File: config.mk
export PLATFORM = sky130hd
export DESIGN_NAME = axilite_rd_pipe_flat
export DESIGN_NICKNAME = d
export VERILOG_FILES = /design/src/rtl/axilite_rd_pipe_if.sv /design/src/rtl/axilite_rd_pipe.sv /design/src/flat_wrapper.sv
export SDC_FILE = /design/constraint.sdc
export NUM_CORES = 1
export LEC_CHECK = 0
export ABC_AREA = 0
export CAP_MARGIN = 15
export CELL_PAD_IN_SITES_DETAIL_PLACEMENT = 2
export CELL_PAD_IN_SITES_GLOBAL_PLACEMENT = 2
export CORE_MARGIN = 5
export CORE_UTILIZATION = 30
export DETAILED_ROUTE_END_ITERATION = 10
export PLACE_DENSITY_LB_ADDON = 0.1
export SYNTH_ARGS = -nofsm -noshare
export SYNTH_HDL_FRONTEND = slang
export SYNTH_SLANG_ARGS = --single-unit
File: constraint.sdc
create_clock -name clk -period 11 [get_ports clk]
set_input_delay 1.1 -clock clk [delete_from_list [all_inputs] [get_ports clk]]
set_output_delay 1.1 -clock clk [all_outputs]
set_load 0.02 [all_outputs]
File: src/rtl/axilite_rd_pipe_if.sv
// AXI-Lite read channel plus register-file read port, bundled for axilite_rd_pipe.
//
// Signals:
//   s_axil_ar*   AR channel (address, prot, valid/ready)
//   s_axil_r*    R channel (data, resp, valid/ready)
//   reg_rd_*     register read request/response toward the config/status file
//
// Modports:
//   slave  - the bridge itself (AXI-Lite slave, register-port requester)
//   master - the environment (interconnect plus register file)
interface axilite_rd_pipe_if #(
  parameter int DATA_WIDTH = 32,
  parameter int ADDR_WIDTH = 40
);
  logic [ADDR_WIDTH-1:0] s_axil_araddr;
  logic [2:0]            s_axil_arprot;
  logic                  s_axil_arvalid;
  logic                  s_axil_arready;
  logic [DATA_WIDTH-1:0] s_axil_rdata;
  logic [1:0]            s_axil_rresp;
  logic                  s_axil_rvalid;
  logic                  s_axil_rready;
  logic [ADDR_WIDTH-1:0] reg_rd_addr;
  logic                  reg_rd_en;
  logic [DATA_WIDTH-1:0] reg_rd_data;
  logic                  reg_rd_wait;
  logic                  reg_rd_ack;

  modport slave (
    input  s_axil_araddr, s_axil_arprot, s_axil_arvalid, s_axil_rready,
    output s_axil_arready, s_axil_rdata, s_axil_rresp, s_axil_rvalid,
    output reg_rd_addr, reg_rd_en,
    input  reg_rd_data, reg_rd_wait, reg_rd_ack
  );

  modport master (
    output s_axil_araddr, s_axil_arprot, s_axil_arvalid, s_axil_rready,
    input  s_axil_arready, s_axil_rdata, s_axil_rresp, s_axil_rvalid,
    input  reg_rd_addr, reg_rd_en,
    output reg_rd_data, reg_rd_wait, reg_rd_ack
  );
endinterface

File: src/rtl/axilite_rd_pipe.sv
// AXI-Lite read slave bridging to the register read port of the accelerator
// config/status register file. A one-entry AR skid register feeds a two-state
// FSM that issues register reads (one per cycle when the file acks at once),
// a timeout turns a stuck read into SLVERR, out-of-range addresses answer
// DECERR without touching the register file, and a small response FIFO lets
// the R channel stall without blocking register reads.
//
// Ports:
//   clk   clock
//   rstn  asynchronous active-low reset
//   bus   axilite_rd_pipe_if.slave (AR/R channels and reg_rd_* port)
//
// DATA_WIDTH/ADDR_WIDTH must match the parameters of the connected interface.
module axilite_rd_pipe #(
  parameter int                    DATA_WIDTH = 32,
  parameter int                    ADDR_WIDTH = 40,
  parameter int                    TIMEOUT    = 16,
  parameter int                    RESP_DEPTH = 4,
  parameter logic [ADDR_WIDTH-1:0] ADDR_LIMIT = 'h1000,
  parameter logic [31:0]           ERR_DATA   = 32'hDEAD_BEEF
) (
  input  logic              clk,
  input  logic              rstn,
  axilite_rd_pipe_if.slave  bus
);

  localparam int PTR_W = $clog2(RESP_DEPTH);
  localparam int CNT_W = PTR_W + 1;
  localparam int TMR_W = $clog2(TIMEOUT);

  localparam logic [DATA_WIDTH-1:0] ERR_WORD = DATA_WIDTH'(ERR_DATA);
  localparam logic [TMR_W-1:0]      TMR_LOAD = TMR_W'(TIMEOUT - 1);
  localparam logic [CNT_W-1:0]      DEPTH_C  = CNT_W'(RESP_DEPTH);

  localparam logic [1:0] RESP_OKAY   = 2'b00;
  localparam logic [1:0] RESP_SLVERR = 2'b10;
  localparam logic [1:0] RESP_DECERR = 2'b11;

  typedef enum logic {IDLE, READ} state_t;

  state_t state_q, state_d;

  logic                  out_of_reset_q;
  logic                  ar_valid_q;
  logic [ADDR_WIDTH-1:0] ar_addr_q;
  logic [ADDR_WIDTH-1:0] rd_addr_q;
  logic [TMR_W-1:0]      timer_q;

  logic [DATA_WIDTH-1:0] mem_data [RESP_DEPTH];
  logic [1:0]            mem_resp [RESP_DEPTH];
  logic [PTR_W-1:0]      wr_ptr_q, rd_ptr_q;
  logic [CNT_W-1:0]      count_q, count_d;

  logic                  ar_in_range;
  logic                  rd_ack, rd_timeout, rd_done;
  logic                  rvalid, pop, push;
  logic [CNT_W-1:0]      occ_next;
  logic                  have_space;
  logic                  dispatch_rd, dispatch_err;
  logic [1:0]            push_resp;
  logic [DATA_WIDTH-1:0] push_data;
  logic                  rd_en;

  // arprot carries no meaning for a register file read.
  logic unused_arprot;
  assign unused_arprot = ^bus.s_axil_arprot;

  assign rvalid = (count_q != '0);

  // Dispatch and FIFO bookkeeping. occ_next counts what the FIFO will hold
  // after this cycle's completion and pop; a new register read reserves one
  // more slot so that its response can always be pushed when it finishes.
  always_comb begin
    ar_in_range  = (ar_addr_q < ADDR_LIMIT);
    rd_ack       = (state_q == READ) && bus.reg_rd_ack;
    rd_timeout   = (state_q == READ) && !bus.reg_rd_ack && (timer_q == '0) && !bus.reg_rd_wait;
    rd_done      = rd_ack || rd_timeout;
    pop          = rvalid && bus.s_axil_rready;
    occ_next     = count_q + CNT_W'(rd_done) - CNT_W'(pop);
    have_space   = (occ_next + CNT_W'((state_q == READ) && !rd_done)) < DEPTH_C;
    dispatch_rd  = ar_valid_q && ar_in_range && have_space && ((state_q == IDLE) || rd_done);
    // Decode errors only go out from IDLE so that at most one push happens per cycle.
    dispatch_err = ar_valid_q && !ar_in_range && have_space && (state_q == IDLE);
    push         = rd_done || dispatch_err;
    push_resp    = RESP_DECERR;
    push_data    = ERR_WORD;
    if (rd_ack) begin
      push_resp = RESP_OKAY;
      push_data = bus.reg_rd_data;
    end else if (rd_timeout) begin
      push_resp = RESP_SLVERR;
    end
    count_d = count_q + CNT_W'(push) - CNT_W'(pop);
  end

  assign bus.s_axil_arready = out_of_reset_q && (!ar_valid_q || dispatch_rd || dispatch_err);

  // Keeps arready low until the first clock edge after reset is released.
  always_ff @(posedge clk or negedge rstn) begin
    if (!rstn) out_of_reset_q <= 1'b0;
    else       out_of_reset_q <= 1'b1;
  end

  // AR skid entry: loaded on a handshake, cleared when its request is dispatched.
  always_ff @(posedge clk or negedge rstn) begin
    if (!rstn) begin
      ar_valid_q <= 1'b0;
      ar_addr_q  <= '0;
    end else if (bus.s_axil_arvalid && bus.s_axil_arready) begin
      ar_valid_q <= 1'b1;
      ar_addr_q  <= bus.s_axil_araddr;
    end else if (dispatch_rd || dispatch_err) begin
      ar_valid_q <= 1'b0;
    end
  end

  // FSM state register.
  always_ff @(posedge clk or negedge rstn) begin
    if (!rstn) state_q <= IDLE;
    else       state_q <= state_d;
  end

  // FSM next state: a completing read chains straight into the next pending one.
  always_comb begin
    state_d = state_q;
    case (state_q)
      IDLE:    if (dispatch_rd) state_d = READ;
      READ:    if (rd_done && !dispatch_rd) state_d = IDLE;
      default: state_d = IDLE;
    endcase
  end

  // FSM outputs.
  always_comb begin
    rd_en = (state_q == READ);
  end

  assign bus.reg_rd_en   = rd_en;
  assign bus.reg_rd_addr = rd_addr_q;

  // Register address and timeout counter. reg_rd_wait freezes the countdown.
  always_ff @(posedge clk or negedge rstn) begin
    if (!rstn) begin
      rd_addr_q <= '0;
      timer_q   <= '0;
    end else if (dispatch_rd) begin
      rd_addr_q <= ar_addr_q;
      timer_q   <= TMR_LOAD;
    end else if (rd_done) begin
      timer_q <= '0;
    end else if ((state_q == READ) && !bus.reg_rd_wait) begin
      timer_q <= timer_q - TMR_W'(1);
    end
  end

  // Response FIFO with registered storage; the head entry drives the R channel.
  always_ff @(posedge clk or negedge rstn) begin
    if (!rstn) begin
      for (int i = 0; i < RESP_DEPTH; i++) begin
        mem_data[i] <= '0;
        mem_resp[i] <= '0;
      end
      wr_ptr_q <= '0;
      rd_ptr_q <= '0;
      count_q  <= '0;
    end else begin
      if (push) begin
        mem_data[wr_ptr_q] <= push_data;
        mem_resp[wr_ptr_q] <= push_resp;
        wr_ptr_q           <= wr_ptr_q + PTR_W'(1);
      end
      if (pop) rd_ptr_q <= rd_ptr_q + PTR_W'(1);
      count_q <= count_d;
    end
  end

  assign bus.s_axil_rvalid = rvalid;
  assign bus.s_axil_rdata  = mem_data[rd_ptr_q];
  assign bus.s_axil_rresp  = mem_resp[rd_ptr_q];

endmodule

File: src/flat_wrapper.sv
// flat-port wrapper written by rule: the top's interface ports become plain ports
module axilite_rd_pipe_flat 
#(
  parameter int                    DATA_WIDTH = 32,
  parameter int                    ADDR_WIDTH = 40,
  parameter int                    TIMEOUT    = 16,
  parameter int                    RESP_DEPTH = 4,
  parameter logic [ADDR_WIDTH-1:0] ADDR_LIMIT = 'h1000,
  parameter logic [31:0]           ERR_DATA   = 32'hDEAD_BEEF
)
  (clk, rstn, bus_s_axil_araddr, bus_s_axil_arprot, bus_s_axil_arvalid, bus_s_axil_rready, bus_s_axil_arready, bus_s_axil_rdata, bus_s_axil_rresp, bus_s_axil_rvalid, bus_reg_rd_addr, bus_reg_rd_en, bus_reg_rd_data, bus_reg_rd_wait, bus_reg_rd_ack);
  axilite_rd_pipe_if #(.DATA_WIDTH(DATA_WIDTH), .ADDR_WIDTH(ADDR_WIDTH)) bus_i ();
  input  logic clk;
  input  logic rstn;
  input wire logic [$bits(bus_i.s_axil_araddr)-1:0] bus_s_axil_araddr;
  input wire logic [$bits(bus_i.s_axil_arprot)-1:0] bus_s_axil_arprot;
  input wire logic [$bits(bus_i.s_axil_arvalid)-1:0] bus_s_axil_arvalid;
  input wire logic [$bits(bus_i.s_axil_rready)-1:0] bus_s_axil_rready;
  output wire logic [$bits(bus_i.s_axil_arready)-1:0] bus_s_axil_arready;
  output wire logic [$bits(bus_i.s_axil_rdata)-1:0] bus_s_axil_rdata;
  output wire logic [$bits(bus_i.s_axil_rresp)-1:0] bus_s_axil_rresp;
  output wire logic [$bits(bus_i.s_axil_rvalid)-1:0] bus_s_axil_rvalid;
  output wire logic [$bits(bus_i.reg_rd_addr)-1:0] bus_reg_rd_addr;
  output wire logic [$bits(bus_i.reg_rd_en)-1:0] bus_reg_rd_en;
  input wire logic [$bits(bus_i.reg_rd_data)-1:0] bus_reg_rd_data;
  input wire logic [$bits(bus_i.reg_rd_wait)-1:0] bus_reg_rd_wait;
  input wire logic [$bits(bus_i.reg_rd_ack)-1:0] bus_reg_rd_ack;
  assign bus_i.s_axil_araddr = bus_s_axil_araddr;
  assign bus_i.s_axil_arprot = bus_s_axil_arprot;
  assign bus_i.s_axil_arvalid = bus_s_axil_arvalid;
  assign bus_i.s_axil_rready = bus_s_axil_rready;
  assign bus_s_axil_arready = bus_i.s_axil_arready;
  assign bus_s_axil_rdata = bus_i.s_axil_rdata;
  assign bus_s_axil_rresp = bus_i.s_axil_rresp;
  assign bus_s_axil_rvalid = bus_i.s_axil_rvalid;
  assign bus_reg_rd_addr = bus_i.reg_rd_addr;
  assign bus_reg_rd_en = bus_i.reg_rd_en;
  assign bus_i.reg_rd_data = bus_reg_rd_data;
  assign bus_i.reg_rd_wait = bus_reg_rd_wait;
  assign bus_i.reg_rd_ack = bus_reg_rd_ack;
  axilite_rd_pipe #(.DATA_WIDTH(DATA_WIDTH), .ADDR_WIDTH(ADDR_WIDTH), .TIMEOUT(TIMEOUT), .RESP_DEPTH(RESP_DEPTH), .ADDR_LIMIT(ADDR_LIMIT), .ERR_DATA(ERR_DATA)) u_core (.clk(clk), .rstn(rstn), .bus(bus_i));
endmodule
==> results by stage <==
Synthesis:
- The number of storage elements in the synthesis netlist is 230.
- The fraction of post-synthesis cell area in the top cell type by area is 0.527.
- The Yosys step of the flow raised 0 warnings.
- The average size of a mapped cell is 10.9 sq um.
- Summed over all instances, the cell type with the most area after synthesis is sky130_fd_sc_hd__dfrtp_1.
- In this run the cell area of the synthesized design comes to 10900 sq um.
- Counting distinct cell types in the post-synthesis netlist gives 44.
- The number of nets handed over by synthesis was 1093.
- Yosys attributes the largest share of cell area to sky130_fd_sc_hd__dfrtp_1 53%, sky130_fd_sc_hd__mux4_2 7.0%, sky130_fd_sc_hd__mux2_4 5.5%, sky130_fd_sc_hd__a21oi_1 4.9%, sky130_fd_sc_hd__mux2_2 4.6%.
- The post-synthesis cell count is 1001.
- Of the synthesized area, sequential elements account for 0.527.

Critical path:
- The endpoint kind of the worst setup timing path is an output pin.
- The data required time at the worst endpoint is 9.90 ns.
- The worst setup path is launched from an input port.
- The worst register-to-register path ends at u_core.wr_ptr_q[1]$_DFFE_PN0P_.
- In this run the number of cells on the critical path is 14.
- The endpoint of the most critical setup path is bus_s_axil_arready.
- The maximum fanout encountered on the critical timing path is 9.
- The path depth of the worst reg2reg path is 16.
- The biggest cell delay along the critical path is 0.64 ns.
- Together, buffers and inverters on the worst path number 4.
- The family of cells with the greatest summed delay on the critical path is buffers and inverters.
- The slowest stage of the critical path is the sky130_fd_sc_hd__clkdlybuf4s50_1 cell.
- The worst register-to-register path begins at u_core.timer_q[0]$_DFFE_PN0P_.
- Walking the worst path, the cells encountered are clkdlybuf4s50_1 -> nor4b_2 -> nor2_1 -> nor2_4 -> inv_2 -> ha_1 -> inv_1 -> ha_1 -> nand4b_1 -> o21ai_1 -> xnor2_4 -> a21oi_1 -> nor2b_1 -> clkdlybuf4s50_1.
- The critical path startpoint is bus_reg_rd_wait.
- The setup check on the worst reg-to-reg path leaves a slack of 6.24 ns.
- Data on the critical path arrives at its endpoint at 4.63 ns.
- The setup path with the least slack is of type input port to output pin.

Pwr:
- The proportion of total power due to net switching is 0.375.
- For this design the static power due to leakage is 5.67 nW.
- The worst-case IR drop observed on VDD is 145 uV.
- The share of power burned in the clock network is 0.227.
- The design draws 0.00402 W.
- The combinational group share of total power is 0.411.
- Of the total power, registers draw 0.362.
- Cell internal power was estimated by the tool at 0.00252 W.
- For this design the ratio of total power to cell area is 292 nW/um^2.
- The net switching power is 0.00151 W.

STA:
- The total negative setup slack is 0 ns.
- The final period utilization is 0.521.
- The number of hold-slack violations in the final timing report is 0.
- Setup violations remaining at the end of the flow were counted as 0.
- Setup repair after global routing left no endpoint under its margin.
- The relative slew slack is 0.217.
- At the pin with the least slew margin, the transition time is 1.17 ns.
- The minimum period implied by the final worst setup slack is 5.73 ns.
- The clock tree skew after final layout is 0.00979 ns.
- Static timing analysis puts the maximum clock frequency at 0.175 GHz.
- The number of slew-limit violations in the final report is 0.

Clocking:
- In this run, post-CTS repair resized a total of 0 instances.
- The maximum level of the CTS H-tree is 1.
- The number of clock sinks is 230.
- After clock tree synthesis, the clock-pin slew on the worst setup and hold paths is 0.06 ns.
- CTS placed an instance of sky130_fd_sc_hd__clkbuf_16 at the clock tree root.
- The clock passes through at most 3 buffers.
- Clock tree synthesis inserted a total of 28 buffers.
- The buffers inserted during post-CTS setup optimization is 0.
- The clock tree from TritonCTS is yes.
- For this design, the CTS-stage hold fixing added 0 buffers.
- Clock latency on the worst-skew pair, taken at its later pin, is 0.54 ns.

Floorplanning:
- The initial utilization of the core area, before any placement, comes to 0.301.
- The row count is 70.
- The I/O pin count is 158.
- The core region area is 36300 sq um.
- The die covers 40400 sq um.
- In this run the horizontal extent of the chip is 201 um.
- The overall die height is 201 um.

Outcome:
- The run finished with clean final reports.

Detailed routing:
- The pre-antenna-repair detailed-routing pass consisted of 4 iterations.
- Dividing the detail-routed wire length by the instance count gives 19.1 um.
- For this block, the initial DRC count from the detailed router was 267.
- The routed via count is 7925.
- The total detailed-routing wirelength is 30.9 mm.
- The post-detailed-route via-to-cell ratio is 4.88.
- For this run, design rule violations remaining after detail routing come to 0.
- The remaining antenna violation count after routing is 0.

Global routing:
- In the global route stage, met2 resource usage came out at 0.261.
- The pin count of the biggest net entering global routing is 111.
- The remaining global-route overflow is 0.
- The met3 track demand over resource in global routing is 0.0443.
- The first global-routing pass estimated 50.9 mm of wire.
- The most heavily used metal layer in global routing is met2.
- For this run, the total global-route usage over all layers was measured as 0.153.
- The via count of the first global-routing pass is 9095.
- For met1 alone, demand over resource in global routing was 0.197.
- The initial antenna violation count is 2.

Placed design:
- Summing all placed instances gives a cell area of 12900 sq um.
- The routability congestion estimate is 0.694.
- Detailed placement finished with a half-perimeter wire length of 19.1 mm.
- The quantity of I/O buffers inserted on ports is 154.

Flow run:
- The number of violations of the max-capacitance limit is 0.

Final layout:
- The final layout contains 1226 nets.
- Compared with the post-synthesis result, the final layout area differs by 26.3%.
- Once layout is done, the placed cells without fillers occupy 13800 sq um.
- After filler insertion, the fill cell instance count of the layout stands at 3864.
- The number of diodes added for antenna fixing is 0.
- In the final layout, the share of cells above drive strength 1 is 0.164.

Worst hold path:
- The tightest min-delay check is of the register to register type.
layout make-up:
class	instances	area (sq um)	area share
multi-input combinational	589	4470	0.324
inverter	117	439	0.0318
timing repair buffer	168	1650	0.120
clock buffer	42	805	0.0583
tap	468	586	0.0424
sequential	230	5760	0.417
clock inverter	9	95.1	0.00689
placed cells by master (no fill, tap or decap), drive strengths merged, types with 4 or more instances in the layout:
cell type,count
nor2,31
nand3,6
a21oi,108
xnor2,5
nand2,104
clkinv,7
buf,15
dfrtp,230
clkdlybuf4s50,153
o221ai,4
and3,8
ha,10
and2,30
o21ai,102
a21o,32
nor4,8
inv,117
mux4,34
a41oi,4
clkbuf,42
mux2,85
state kept, by name, indices dropped and copies added (netlist names):
name	count
u_core.ar_addr_q	40
u_core.ar_valid_q	1
u_core.bus.reg_rd_addr	40
u_core.bus.reg_rd_en	1
u_core.count_q	3
u_core.mem_data	128
u_core.mem_resp	8
u_core.out_of_reset_q	1
u_core.rd_ptr_q	2
u_core.timer_q	4
u_core.wr_ptr_q	2
stage by stage:
stage	hold WS, ns	utilization	setup slack (ns)	std cells
CTS	0.489	0.381	5.20	1623
global placement	0.467	0.356	5.10	1572
detailed placement	0.471	0.356	5.08	1572
global route	0.506	0.381	5.03	1623
floorplan	0.454	-	6.59	1001
finish	0.482	0.381	5.27	1623
Yosys cell counts:
cell / number
sky130_fd_sc_hd__o2111ai_1: 1
sky130_fd_sc_hd__ha_1: 10
sky130_fd_sc_hd__a41oi_1: 4
sky130_fd_sc_hd__mux2_4: 40
sky130_fd_sc_hd__o21ai_0: 101
sky130_fd_sc_hd__and3_1: 8
sky130_fd_sc_hd__xor2_1: 2
sky130_fd_sc_hd__buf_2: 13
sky130_fd_sc_hd__nor2b_1: 2
sky130_fd_sc_hd__a31oi_1: 1
sky130_fd_sc_hd__o221ai_1: 3
sky130_fd_sc_hd__inv_1: 116
sky130_fd_sc_hd__nor2_4: 1
sky130_fd_sc_hd__nand4b_1: 1
sky130_fd_sc_hd__fa_1: 1
sky130_fd_sc_hd__a21oi_1: 108
sky130_fd_sc_hd__nand4_2: 1
sky130_fd_sc_hd__nor4_4: 1
sky130_fd_sc_hd__and2_1: 30
sky130_fd_sc_hd__o221ai_2: 1
sky130_fd_sc_hd__o31a_1: 1
sky130_fd_sc_hd__nor3_1: 1
sky130_fd_sc_hd__buf_6: 4
sky130_fd_sc_hd__a31oi_4: 1
sky130_fd_sc_hd__clkbuf_1: 40
sky130_fd_sc_hd__nand2b_1: 1
sky130_fd_sc_hd__o21ai_1: 1
sky130_fd_sc_hd__dfrtp_1: 230
sky130_fd_sc_hd__nand3_1: 6
sky130_fd_sc_hd__buf_1: 8
sky130_fd_sc_hd__nand2_1: 104
sky130_fd_sc_hd__xnor2_1: 4
sky130_fd_sc_hd__conb_1: 1
sky130_fd_sc_hd__inv_2: 1
sky130_fd_sc_hd__a21o_1: 32
sky130_fd_sc_hd__nor4b_2: 1
sky130_fd_sc_hd__nor4_1: 7
sky130_fd_sc_hd__or3_1: 1
sky130_fd_sc_hd__nor2_1: 30
sky130_fd_sc_hd__mux4_2: 34
sky130_fd_sc_hd__mux2_2: 45
sky130_fd_sc_hd__o41ai_1: 1
sky130_fd_sc_hd__a211o_1: 1
sky130_fd_sc_hd__xnor2_4: 1
routing by layer:
metal	wire length, um	part of all wire
met1	13600	0.44
met5	27	0.00087
met4	523	0.017
met2	14900	0.48
met3	1890	0.061
worst min-delay path by stage:
stage | startpoint | end | slack (ns) | cells past startpoint
2_1_floorplan | u_core.out_of_reset_q$_DFF_PN0_ | u_core.ar_valid_q$_DFFE_PN0P_ | 0.45 | 2
3_3_place_gp | u_core.bus.reg_rd_addr[37]$_DFFE_PN0P_ | u_core.bus.reg_rd_addr[37]$_DFFE_PN0P_ | 0.47 | 1
3_5_place_dp | u_core.bus.reg_rd_addr[20]$_DFFE_PN0P_ | u_core.bus.reg_rd_addr[20]$_DFFE_PN0P_ | 0.47 | 1
4_1_cts | u_core.bus.reg_rd_addr[20]$_DFFE_PN0P_ | u_core.bus.reg_rd_addr[20]$_DFFE_PN0P_ | 0.49 | 1
5_1_grt | u_core.bus.reg_rd_addr[27]$_DFFE_PN0P_ | u_core.bus.reg_rd_addr[27]$_DFFE_PN0P_ | 0.51 | 1
6_report | u_core.bus.reg_rd_addr[20]$_DFFE_PN0P_ | u_core.bus.reg_rd_addr[20]$_DFFE_PN0P_ | 0.48 | 1
cell families after synthesis:
| family | synth area share |
|---|---|
| compound gates | 0.131 |
| xor+xnor | 0.00733 |
| fa+ha+maj | 0.0133 |
| buf+inv | 0.0667 |
| flops | 0.527 |
| mux | 0.171 |
| other cells | 0.000343 |
| simple gates | 0.0836 |
worst reg2reg max path, cell delays in order, from the launching register on:
cell and delay [ns]:
sky130_fd_sc_hd__dfrtp_1 0.39, sky130_fd_sc_hd__inv_1 0.10, sky130_fd_sc_hd__ha_1 0.19, sky130_fd_sc_hd__nor4b_2 0.30, sky130_fd_sc_hd__nor2_1 0.14, sky130_fd_sc_hd__nor2_4 0.23, sky130_fd_sc_hd__inv_2 0.10, sky130_fd_sc_hd__ha_1 0.28
sky130_fd_sc_hd__inv_1 0.04, sky130_fd_sc_hd__ha_1 0.26, sky130_fd_sc_hd__nand4b_1 0.09, sky130_fd_sc_hd__o21ai_1 0.31, sky130_fd_sc_hd__xnor2_4 0.19, sky130_fd_sc_hd__a31oi_4 0.22, sky130_fd_sc_hd__buf_4 0.44, sky130_fd_sc_hd__buf_4 0.92
sky130_fd_sc_hd__mux2_2 0.43
power groups by stage:
stage	logic (W)	clock network (W)	registers, W
2_1_floorplan	0.00126	0	0.00133
6_report	0.00165	0.000914	0.00145
5_1_grt	0.00184	0.000993	0.00151
4_1_cts	0.00171	0.000956	0.00146
3_5_place_dp	0.00170	0	0.00147
3_3_place_gp	0.00165	0	0.00145
(Power assumes the default switching activity.)
==> edit 1: new RTL, same settings <==
Make the reset (`rstn`) synchronous in 5 clocked blocks. Comments in the files are not updated.
--- a/src/rtl/axilite_rd_pipe.sv
+++ b/src/rtl/axilite_rd_pipe.sv
@@ -98,3 +98,3 @@
   // Keeps arready low until the first clock edge after reset is released.
-  always_ff @(posedge clk or negedge rstn) begin
+  always_ff @(posedge clk) begin
     if (!rstn) out_of_reset_q <= 1'b0;
@@ -104,3 +104,3 @@
   // AR skid entry: loaded on a handshake, cleared when its request is dispatched.
-  always_ff @(posedge clk or negedge rstn) begin
+  always_ff @(posedge clk) begin
     if (!rstn) begin
@@ -117,3 +117,3 @@
   // FSM state register.
-  always_ff @(posedge clk or negedge rstn) begin
+  always_ff @(posedge clk) begin
     if (!rstn) state_q <= IDLE;
@@ -141,3 +141,3 @@
   // Register address and timeout counter. reg_rd_wait freezes the countdown.
-  always_ff @(posedge clk or negedge rstn) begin
+  always_ff @(posedge clk) begin
     if (!rstn) begin
@@ -156,3 +156,3 @@
   // Response FIFO with registered storage; the head entry drives the R channel.
-  always_ff @(posedge clk or negedge rstn) begin
+  always_ff @(posedge clk) begin
     if (!rstn) begin
Formal check against the unedited RTL: differs if rstn is asserted again (counterexample within 4 cycles, from zero or initial values and one cycle with rstn low); with rstn held inactive, the same outputs for 4 cycles.
==> edit 1 against the original RTL <==
Utilization is 0.62 points higher; area after synthesis is 11% lower; setup slack better by 0.084 ns; routed wire length is 7.6% lower; sequential cell count is 2 higher; design area is 9.3% lower; critical path depth is 3 higher.
Power is not compared: it rests on default switching activity, and its combinational part moved more than twofold at a synthesized area within 25%.
==> edit 1: results (changes against the original RTL) <==
- Status: complete, no violations (unchanged)
- Fillers: 3,365 (was 3,864)
- Gpl congestion: 0.7051 (was 0.6944)
- Detail Placement HPWL: 17,670 um (was 19,140 um)
- Vias per inst: 4.869 (was 4.883)
- # diodes: 0 (unchanged)
- Max-slew violations: 0 (unchanged)
- Clk_lat worst skew: around 0.53 ns
- Ys Warns: 0 (unchanged)
- Root buffer cell: clkbuf_16 (unchanged)
- Seq/Total Area, Yosys: 0.6140 (was 0.5266)
- Iter 0 DRT Violations: 333 (was 267)
- Most flops, register: u_core.mem_data (unchanged)
- Tightest Hold Check Type: reg2reg (unchanged)
- Worst-path fanout max: 81 (was 9)
- Gate Count Post-Synth: 782 (was 1,001)
- Synth unique cells: 48 (was 44)
- Clock skew: 0.01290 ns (was 0.009788 ns)
- CTS max path bufs: 3 (unchanged)
- Number of flops mapped to enable cells by yosys: 136 (was 0)
- Final #Nets: 1,005 (was 1,226)
- Max Cap Violations: 0 (unchanged)
- Number of global-route vias before repair: 7,914 (was 9,095)
- All-Layer GR Usage: 0.1561 (was 0.1534)
- H-tree depth: 1 (unchanged)
- Synth cell count leaders: 136 x edfxtp_1, 104 x nor3_1, 96 x dfxtp_1 (was 230 x dfrtp_1, 116 x inv_1, 108 x a21oi_1)
- First-pass GRT wire length: 44,980 um (was 50,850 um)
- Clock-pin slew on the worst setup and hold paths: 0.06 ns (about the same)
- Syn Nets: 870 (was 1,093)
- WL/cell: 20.76 um (was 19.07 um)
- # Post-CTS Setup Buffers: 0 (unchanged)
- Peak supply drop: around 0.11 mV
- Largest register FFs: 128 (unchanged)
- Placed Cells: 1,327 (was 1,572)
- 1st-pass router iterations: 4 (unchanged)
- # port buffers: 154 (unchanged)
- Leak pwr: between 4 and 5 nW
- Top_reg_cell synth: edfxtp_1 (was dfrtp_1)
- Via Count: 6,709 (was 7,925)
- Initial antenna violation count: 0 (was 2)
- Worst Tran Pin Value: 1.116 ns (was 1.175 ns)
- Post-CTS resize count: 0 (unchanged)
- TritonCTS Buffers: 27 (was 28)
- Largest net degree at the start of global routing: 82 (was 111)
- Post-synth ARST share: 0 (was 1.000)
- Psw: 0.7055 mW
- Hold Buf Count CTS: 0 (unchanged)
- Share of cells above drive strength 1: 0.1154 (was 0.1636)
- Synth area leaders: edfxtp_1 42%, dfxtp_1 20%, mux4_2 7.8% (was dfrtp_1 53%, mux4_2 7.0%, mux2_4 5.5%)
edit 1: critical path, cell delays in order:
cell and delay (ns):
clkdlybuf4s50_1 0.54, nor4b_4 0.40, o21a_4 0.22, inv_2 0.09
ha_1 0.28, inv_1 0.04, ha_1 0.27, nand2_1 0.08
o31ai_4 0.33, mux2i_2 0.71, o31a_2 0.24, buf_4 0.70
inv_1 0.13, ha_1 0.23, fa_1 0.37, xor2_1 0.17
nor2_1 0.05
edit 1: area by class of cell:
class / count / area (sq um) / share of cell area
clock buffer: 38 / 762.0 / 0.06085
clock inverter: 10 / 80.08 / 0.006395
inverter: 15 / 56.30 / 0.004496
multi-input combinational: 471 / 3378 / 0.2698
sequential: 232 / 6008 / 0.4798
tap: 442 / 553.0 / 0.04416
timing repair buffer: 170 / 1684 / 0.1345
edit 1: routing by layer:
metal,GRT usage,wire length (um),vias to the layer above
met2,0.2866,14790,133
met1,0.1895,11800,3421
li1,-,-,3129
met3,0.03479,1619,26
met4,0.02845,397,0
met5,0,0,-
edit 1: power groups by stage:
stage / registers [mW] / clock network, mW / logic [mW]
finish: 1.04 / 0.851 / 0.588
global route: 1.04 / 0.915 / 0.637
CTS: 1.04 / 0.877 / 0.605
detailed placement: 1.06 / 0 / 0.602
global placement: 1.05 / 0 / 0.587
floorplan: 1.04 / 0 / 0.388
edit 1: logic make-up (layout without fill, tap and decap cells):
kind of cell,Yosys count,in the layout,share of synthesized area
xor gates and xnor gates,6,6,0.005372
adders and majority gates,7,7,0.009721
and+or+nand+nor,329,329,0.1688
DFF,232,232,0.6140
AOI/OAI and AO/OA,52,52,0.03351
buffers and inverters,79,233,0.04579
muxes,77,77,0.1228
edit 1: worst paths after layout:
path,startpoint,slack [ns],depth (start not counted),endpoint
hold reg to reg,u_core.ar_addr_q[38],0.46,2,u_core.ar_addr_q[38]
hold / removal,u_core.ar_addr_q[38],0.46,2,u_core.ar_addr_q[38]
setup / recovery,bus_reg_rd_wait,5.35,17,u_core.count_q[2]
setup reg to reg,u_core.timer_q[0],5.84,18,u_core.count_q[2]
edit 1: through the flow:
step                hold slack (ns)  setup WS, ns  cell area [sq um]
detailed placement           0.4557         4.791              11630
global route                 0.4894         5.024              12520
global placement             0.4424         4.952              11630
floorplan                    0.4344         4.800               9782
finish                       0.4607         5.354              12520
CTS                          0.4654         5.330              12470
==> edit 2: new RTL, same flow settings <==
Without the edit above. `DATA_WIDTH` is set to 32 in 3 places; all go to 36.
--- a/src/rtl/axilite_rd_pipe_if.sv
+++ b/src/rtl/axilite_rd_pipe_if.sv
@@ -11,3 +11,3 @@
 interface axilite_rd_pipe_if #(
-  parameter int DATA_WIDTH = 32,
+  parameter int DATA_WIDTH = 36,
   parameter int ADDR_WIDTH = 40
--- a/src/rtl/axilite_rd_pipe.sv
+++ b/src/rtl/axilite_rd_pipe.sv
@@ -14,3 +14,3 @@
 module axilite_rd_pipe #(
-  parameter int                    DATA_WIDTH = 32,
+  parameter int                    DATA_WIDTH = 36,
   parameter int                    ADDR_WIDTH = 40,
--- a/src/flat_wrapper.sv
+++ b/src/flat_wrapper.sv
@@ -3,3 +3,3 @@
 #(
-  parameter int                    DATA_WIDTH = 32,
+  parameter int                    DATA_WIDTH = 36,
   parameter int                    ADDR_WIDTH = 40,
Ports: changed (resized bus_reg_rd_data and bus_s_axil_rdata); port bits go from 158 to 166. No check against the original RTL was run, so the function may have changed too.
==> edit 2 against the original RTL <==
Register-to-register slack improved by 0.43 ns; area after synthesis decreased by 5.8%; routed wire length increased by 3.5%; via count decreased by 11%; critical path depth unchanged; global-route usage increased by 1.2 points; sequential share of layout area increased by 4.5 points; utilization increased by 1.5 points; sequential cell count increased by 16; setup slack got worse by 0.016 ns; sequential power decreased by 17%; design area decreased by 3.5%; power decreased by 25%; clock power about the same; critical path type unchanged; critical endpoint unchanged.
==> edit 2: results (changes against the original RTL) <==
- Synth unique cells: 46 (was 44)
- Worst Path Arrival: 4.65 ns (was 4.63 ns)
- Metal2 WL: 16,100 um (was 14,900 um)
- First-pass GRT wire length: 50,540 um (was 50,850 um)
- Number of global-route vias before repair: 8,422 (was 9,095)
- Vias per inst: 5.092 (was 4.883)
- Final #Nets: 1,007 (was 1,226)
- Hold_ws: 0.4891 ns (was 0.4824 ns)
- R2r setup slk: 6.67 ns (was 6.24 ns)
- Largest register FFs: 144 (was 128)
- Peak supply drop: 0.1291 mV (was 0.1450 mV)
- Leak pwr: 5.251 nW (was 5.673 nW)
- Worst Tran Pin Value: 1.017 ns (was 1.175 ns)
- Largest net degree at the start of global routing: 97 (was 111)
- All-Layer GR Usage: 0.1659 (was 0.1534)
- Syn Nets: 853 (was 1,093)
- Synth area leaders: dfrtp_1 60%, mux4_2 8.3%, a2bb2oi_1 7.8% (was dfrtp_1 53%, mux4_2 7.0%, mux2_4 5.5%)
- Synth cell count leaders: 246 x dfrtp_1, 92 x a2bb2oi_1, 63 x inv_1 (was 230 x dfrtp_1, 116 x inv_1, 108 x a21oi_1)
- WL final: 32,030 um (was 30,950 um)
- Status: complete, no violations (unchanged)
- Detail Placement HPWL: 20,260 um (was 19,140 um)
- Min-delay src: u_core.bus.reg_rd_addr[29] (was u_core.bus.reg_rd_addr[20])
- Via Count: 7,017 (was 7,925)
- Cells on worst reg2reg path: 15 (was 16)
- Met3 wire len: 1882 um (was 1885 um)
- Gpl congestion: 0.7230 (was 0.6944)
- Fmax: 0.1740 GHz (was 0.1745 GHz)
- Post-Route M1 WL: 13,550 um (was 13,610 um)
- Area after DPL: 12,390 sq um (was 12,900 sq um)
- Clock skew: 0.02030 ns (was 0.009788 ns)
- Iter 0 DRT Violations: 209 (was 267)
- Post-Syn Area per Cell: 13.60 sq um (was 10.92 sq um)
==> edit 2: cell types whose count changed after synthesis, sizes merged, moves of 32 or more <==
cell,before,now
o22ai,0,48
o21ai,102,6
mux2,85,53
a2bb2oi,0,92
inv,117,63
a21o,32,0
nand2,104,22
a21oi,108,3
==> edit 2: final timing paths <==
path | end
setup reg to reg | u_core.mem_data[95]
max in group asynchronous | u_core.bus.reg_rd_addr[26]
setup / recovery | bus_s_axil_arready
hold / removal | u_core.bus.reg_rd_addr[29]
hold reg to reg | u_core.bus.reg_rd_addr[29]
min in group asynchronous | u_core.mem_data[130]
==> edit 2: layer usage <==
layer,up-vias,GRT usage
met5,-,0
met4,4,0.03258
met3,38,0.03877
met2,165,0.2911
met1,3755,0.2114
li1,3055,-
==> edit 2: layout make-up <==
class	instances	area (sq um)
clock buffer	42	844.6
clock inverter	7	60.06
fill	3384	20380
inverter	63	236.5
multi-input combinational	394	3692
sequential	246	6158
tap	448	560.5
timing repair buffer	178	1767
==> edit 2: where the power goes <==
part           leakage, nW  total (mW)  internal, mW  switching, mW
logic                 2.01       0.910         0.432          0.478
registers             2.79        1.21          1.08          0.131
clock network        0.452       0.917         0.548          0.369
==> edit 2: critical path: stages <==
cell             delay [ns]
clkdlybuf4s50_1        0.50
nor4b_4                0.34
o21a_1                 0.30
inv_1                  0.15
ha_1                   0.30
inv_1                  0.04
ha_1                   0.27
nand2_1                0.05
o31ai_1                0.28
xor2_1                 0.10
buf_4                  0.22
o21a_1                 0.22
nor2b_1                0.12
clkdlybuf4s50_1        0.66
==> edit 2: kinds of logic after synthesis <==
group,count (synthesis),synth area share
DFF,246,0.5980
AOI/OAI and AO/OA,178,0.1406
buffers and inverters,117,0.04631
and+or+nand+nor,107,0.05445
muxes,91,0.1411
adders and majority gates,11,0.01410
xor gates and xnor gates,6,0.005104
other,1,0.0003643
